--- src/rtl/mbox_wb_master.sv ---
// mbox_wb_master: walks a mailbox RAM slot by slot. Each pending entry is run as
// one Wishbone read or write, then written back with its pending bit cleared.
// Ports: clk/rst; scan_en gates scanning; ram_* is the mailbox port (1-cycle read
// latency); wb_* is the Wishbone master; busy/done/err report status.
// Optional build macro MBOX_WB_TIMEOUT_EN adds a TIMEOUT-cycle ack watchdog.
module mbox_wb_master #(
  parameter int SLOTS   = 16,
  parameter int TIMEOUT = 255
) (
  input  logic        clk,
  input  logic        rst,
  input  logic        scan_en,
  output logic        ram_en,
  output logic        ram_we,
  output logic [4:0]  ram_addr,
  output logic [41:0] ram_din,
  input  logic [41:0] ram_dout,
  output logic        wb_cyc_o,
  output logic        wb_stb_o,
  output logic        wb_we_o,
  output logic [7:0]  wb_adr_o,
  output logic [31:0] wb_dat_o,
  input  logic [31:0] wb_dat_i,
  input  logic        wb_ack_i,
  output logic        busy,
  output logic        done,
  output logic        err
);

  if (SLOTS < 1 || SLOTS > 32) begin : g_bad_slots
    $error("SLOTS must be in 1..32");
  end
  if (TIMEOUT < 1) begin : g_bad_timeout
    $error("TIMEOUT must be >= 1");
  end

  typedef enum logic [2:0] {IDLE, RD_REQ, RD_DATA, BUS, WRBACK} state_t;

  state_t      state, state_nxt;
  logic [4:0]  slot;
  logic [41:0] entry;
  logic [31:0] result;
  logic        timed_out;  // watchdog expires in this BUS cycle
  logic        to_flag;    // current writeback is the product of a timeout

`ifdef MBOX_WB_TIMEOUT_EN
  localparam int TW = $clog2(TIMEOUT + 1);
  logic [TW-1:0] to_cnt;

  always_ff @(posedge clk or posedge rst) begin
    if (rst) begin
      to_cnt  <= '0;
      to_flag <= 1'b0;
    end else begin
      if (state == BUS && !wb_ack_i) to_cnt <= to_cnt + 1'b1;
      else                           to_cnt <= '0;
      // Re-evaluated every BUS cycle, so it holds the exit reason in WRBACK.
      if (state == BUS) to_flag <= timed_out;
    end
  end

  assign timed_out = (state == BUS) && !wb_ack_i && (to_cnt == TW'(TIMEOUT - 1));
`else
  assign timed_out = 1'b0;
  assign to_flag   = 1'b0;
`endif

  always_ff @(posedge clk or posedge rst) begin
    if (rst) state <= IDLE;
    else     state <= state_nxt;
  end

  always_ff @(posedge clk or posedge rst) begin
    if (rst) begin
      slot   <= '0;
      entry  <= '0;
      result <= '0;
    end else begin
      if (state == RD_DATA) entry <= ram_dout;
      if (state == BUS && (wb_ack_i || timed_out)) begin
        if (timed_out)      result <= 32'hDEAD_BEEF;
        else if (entry[40]) result <= wb_dat_i;
        else                result <= entry[31:0];
      end
      // Move on after an empty slot or after a retired command.
      if ((state == RD_DATA && !ram_dout[41]) || state == WRBACK)
        slot <= (slot == 5'(SLOTS - 1)) ? 5'd0 : slot + 5'd1;
    end
  end

  always_comb begin
    state_nxt = state;
    ram_en    = 1'b0;
    ram_we    = 1'b0;
    ram_addr  = '0;
    ram_din   = '0;
    wb_cyc_o  = 1'b0;
    wb_stb_o  = 1'b0;
    wb_we_o   = 1'b0;
    wb_adr_o  = '0;
    wb_dat_o  = '0;
    done      = 1'b0;
    err       = 1'b0;
    busy      = (state != IDLE);
    case (state)
      IDLE: begin
        if (scan_en) state_nxt = RD_REQ;
      end
      RD_REQ: begin
        ram_en    = 1'b1;
        ram_addr  = slot;
        state_nxt = RD_DATA;
      end
      RD_DATA: begin
        state_nxt = ram_dout[41] ? BUS : IDLE;
      end
      BUS: begin
        wb_cyc_o = 1'b1;
        wb_stb_o = 1'b1;
        wb_we_o  = ~entry[40];
        wb_adr_o = entry[39:32];
        wb_dat_o = entry[40] ? 32'd0 : entry[31:0];
        if (wb_ack_i || timed_out) state_nxt = WRBACK;
      end
      WRBACK: begin
        ram_en    = 1'b1;
        ram_we    = 1'b1;
        ram_addr  = slot;
        ram_din   = {1'b0, entry[40:32], result};
        done      = ~to_flag;
        err       = to_flag;
        state_nxt = IDLE;
      end
      default: state_nxt = IDLE;
    endcase
  end

endmodule

--- config.mk ---
export PLATFORM = sky130hd
export DESIGN_NAME = mbox_wb_master
export DESIGN_NICKNAME = d
export VERILOG_FILES = /design/src/rtl/mbox_wb_master.sv
export SDC_FILE = /design/constraint.sdc
export NUM_CORES = 1
export LEC_CHECK = 0
export BUFFER_PORTS_ARGS = -buffer_cell sky130_fd_sc_hd__buf_2
export CAP_MARGIN = 20
export CORE_AREA = 8 8 119 121
export DETAILED_ROUTE_END_ITERATION = 7
export DIE_AREA = 0 0 127 129
export PLACE_DENSITY = 0.66
export SYNTH_ARGS = -nofsm -noshare
export SYNTH_HDL_FRONTEND = slang
export SYNTH_SLANG_ARGS = --single-unit
--- constraint.sdc ---
create_clock -name clk -period 2 [get_ports clk]
set_input_delay 0.1 -clock clk [delete_from_list [all_inputs] [get_ports clk]]
set_output_delay 0.1 -clock clk [all_outputs]
set_load 0.01 [all_outputs]
==> impl_metrics.csv <==
group,metric,value,unit
outcome,status,"completed",
floorplan,core_area,12310,sq um
floorplan,die_w,127,microns
power_and_ir_drop,cellInternalPower,4.925,mW
clocking,clockBufferDepth,2,
timing,drv_slew,0,
timing,setup-tns-final,0,ps
global_route,grt_pass1_wl,17910,microns
logic_synthesis,synth_edf_count,0,
logic_synthesis,synth-main-ff-cell,"dfrtp_1",
detailed_routing,drtIter0Drc,106,
worst_setup_path,critPathCaptureType,"output port",
floorplan,die_area,16380,sq um
worst_setup_path,r2r-end,"entry[14]",
logic_synthesis,ys_ff_latch,81,
logic_synthesis,synth_common_cells,"85 x and2_1, 81 x dfrtp_1, 38 x mux2_2",
clocking,clkLatencyLatePin,330,ps
clocking,path_clk_slew,60,ps
detailed_routing,dr.pass1.iters,4,
global_route,grt_pass1_vias,3512,
detailed_routing,viasPerCell,4.544,
logic_synthesis,synthArstFlopShare,100.0,%
timing,min_period,1909,ps
timing,finalSetupViolations,0,
logic_synthesis,yosys-top-cells-area,"dfrtp_1 50%, and2_1 13%, mux2_2 11%",
worst_setup_path,cp-start-kind,"register",
logic_synthesis,synthDominantCellAreaShare,49.77,%
power_and_ir_drop,p_seq_share,40.2,%
worst_setup_path,cp_data_arrival_time,1810,ps
floorplan,die_y,129,microns
worst_setup_path,path_class,"reg2out",
placed_design,detailed_place_hpwl,8133,microns
power_and_ir_drop,max-vdd-ir-drop,0.4971,mV
placed_design,gp_congestion,0.7242,
detailed_routing,ant_nets,0,
global_route,grt_overflow_total,0,
layout,num-fill-cells,1182,
timing,grt_setup_unrepaired,"yes",
global_route,grt.total_usage,13.58,%
floorplan,start_util,33.08,%
timing,period_share,95.43,%
worst_setup_path,cp_num_buf_inv,2,
power_and_ir_drop,p_comb_share,38.1,%
placed_design,dp.cells,669,
timing,fmax,524.0,MHz
logic_synthesis,synth.most_common_cell,"and2_1",
power_and_ir_drop,sw_frac_of_total,33.70,%
placed_design,portBuffers,170,
worst_setup_path,reg2reg_depth,3,
detailed_routing,wl_per_cell,15.42,microns
hold_path,min_path_type,"in2reg",
worst_setup_path,path_depth,4,
layout,syn_to_final_growth,40.12,%
worst_setup_path,max_stage_delay,520,ps
worst_setup_path,critical_path.max_fanout,23,
global_route,grt_max_degree,82,
power_and_ir_drop,powerDensity,1302,nW/um^2
worst_setup_path,required,1900,ps
power_and_ir_drop,leakagePower,2.979,nW
power_and_ir_drop,power.share.clock,21.7,%
logic_synthesis,yosys_warnings,0,
logic_synthesis,seq_area_frac_synth,49.77,%
layout,final_cells,724,
clocking,cts-root-buf,"clkbuf_16",
floorplan,ios,173,
worst_setup_path,crit_end,"ram_din[4]",
power_and_ir_drop,switchingPower,2.504,mW
worst_setup_path,critPathSlowestCell,"dfrtp_2",
detailed_routing,drc_errors,0,
clocking,cts_max_level,3,
layout,final_nets,646,
detailed_routing,vias,3290,
timing,hold_viol,0,
timing,fin_hold_ws,10.49,ps
worst_setup_path,cp_cell_sequence,"nor3b_4 > buf_4 > and2_1 > buf_2",
worst_setup_path,r2r_start,"state[2]",
floorplan,placementRows,41,
run,drv_cap,0,
timing,finClkSkew,6.752,ps
clocking,cts_tree,"done",
clocking,cts_buffers,9,
power_and_ir_drop,total_power,7.429,mW
layout,final_layout_size_suffix_gt1_share,42.66,%
global_route,antenna_found_initial,1,
logic_synthesis,syn_area_per_cell,11.13,sq um
logic_synthesis,syn_area,4073,sq um
logic_synthesis,synth.distinct_cells,34,
worst_setup_path,rrSetupSlack,380,ps
logic_synthesis,syn_inst,366,
worst_setup_path,critPathTopFamily,"flip-flops",
logic_synthesis,synth_top_area_cell,"dfrtp_1",
detailed_routing,drt_wl_total,11160,microns
worst_setup_path,critPathLaunch,"state[2]",
clocking,clock_sinks,81,
-- power groups by stage --
stage                     Sequential (mW)  Clock [mW]  Combinational (mW)
after detailed placement             3.02           0                2.82
after floorplan                      2.76           0                2.28
after global placement               2.95           0                2.74
after CTS                            2.99        1.67                2.89
final                                2.98        1.61                2.83
after global routing                 3.11        1.72                3.14
-- cell type report --
| type | instances | area [sq um] | share of cell area, % |
|---|---|---|---|
| Sequential cell | 81 | 2032 | 35.61 |
| Multi-Input combinational cell | 254 | 1861 | 32.60 |
| Antenna cell | 2 | 5.005 | 0.08770 |
| Clock buffer | 13 | 250.2 | 4.385 |
| Tap cell | 150 | 187.7 | 3.289 |
| Timing Repair Buffer | 218 | 1316 | 23.07 |
| Clock inverter | 3 | 40.04 | 0.7016 |
| Inverter | 3 | 15.01 | 0.2631 |
-- stage by stage --
stage	setup WS, ps	area (sq um)	utilization, %
floorplan	559.8	4080	-
global placement	353.6	5035	40.89
detailed placement	269.6	5035	40.89
CTS	61.75	5700	46.30
global route	-5.674	5704	46.33
finish	91.47	5707	46.35
-- cell families (layout without fill, tap and decap cells) --
logic type | Yosys count | count (layout) | synth area share [%]
xor+xnor | 2 | 2 | 0.4302
flops | 81 | 81 | 49.77
buf+inv | 32 | 237 | 4.854
fa+ha+maj | 1 | 1 | 0.3072
compound gates | 40 | 40 | 5.284
simple gates | 133 | 133 | 19.20
other cells | 1 | 4 | 0.09208
mux | 76 | 76 | 20.06
-- layout by cell type (no fill, tap or decap), drive strengths merged, types with 2 or more instances in the layout --
cell type / Yosys / routed
and2: 85 / 85
buf: 22 / 181
clkbuf: 7 / 13
clkinv: 0 / 2
conb: 1 / 2
dfrtp: 81 / 81
diode: 0 / 2
dlygate4sd3: 0 / 37
inv: 3 / 2
mux2: 42 / 42
mux2i: 34 / 34
nand2: 33 / 33
nor2: 4 / 4
nor3: 2 / 2
nor3b: 2 / 2
o21ai: 34 / 34
xnor2: 2 / 2
-- registers in the layout (all words and copies together), names as in the netlist --
name and flops:
entry 41, result 32, slot 5, state 3
-- metal layers --
metal	vias up	routed length, microns	GRT usage (%)
li1	1622	-	-
met1	1559	4674	16.02
met2	97	5549	22.65
met3	12	759	4.137
met4	0	179	5.598
met5	-	0	0
-- worst min-delay path by stage --
stage,from,endpoint,cells after the start
after floorplan,wb_ack_i,state[1],1
after global placement,rst,entry[22],3
after detailed placement,rst,result[19],3
after CTS,ram_dout[12],entry[12],2
after global routing,ram_dout[12],entry[12],2
final,ram_dout[29],entry[29],2
-- what timing repair did --
item | in CTS | in global routing
setup endpoints to repair | 36 | 35
hold buffers | 37 | 0
endpoints found under the hold margin | 117 | 0
buffers inserted | 0 | 0
resized for setup | 3 | 1
(Power assumes the default switching activity.)
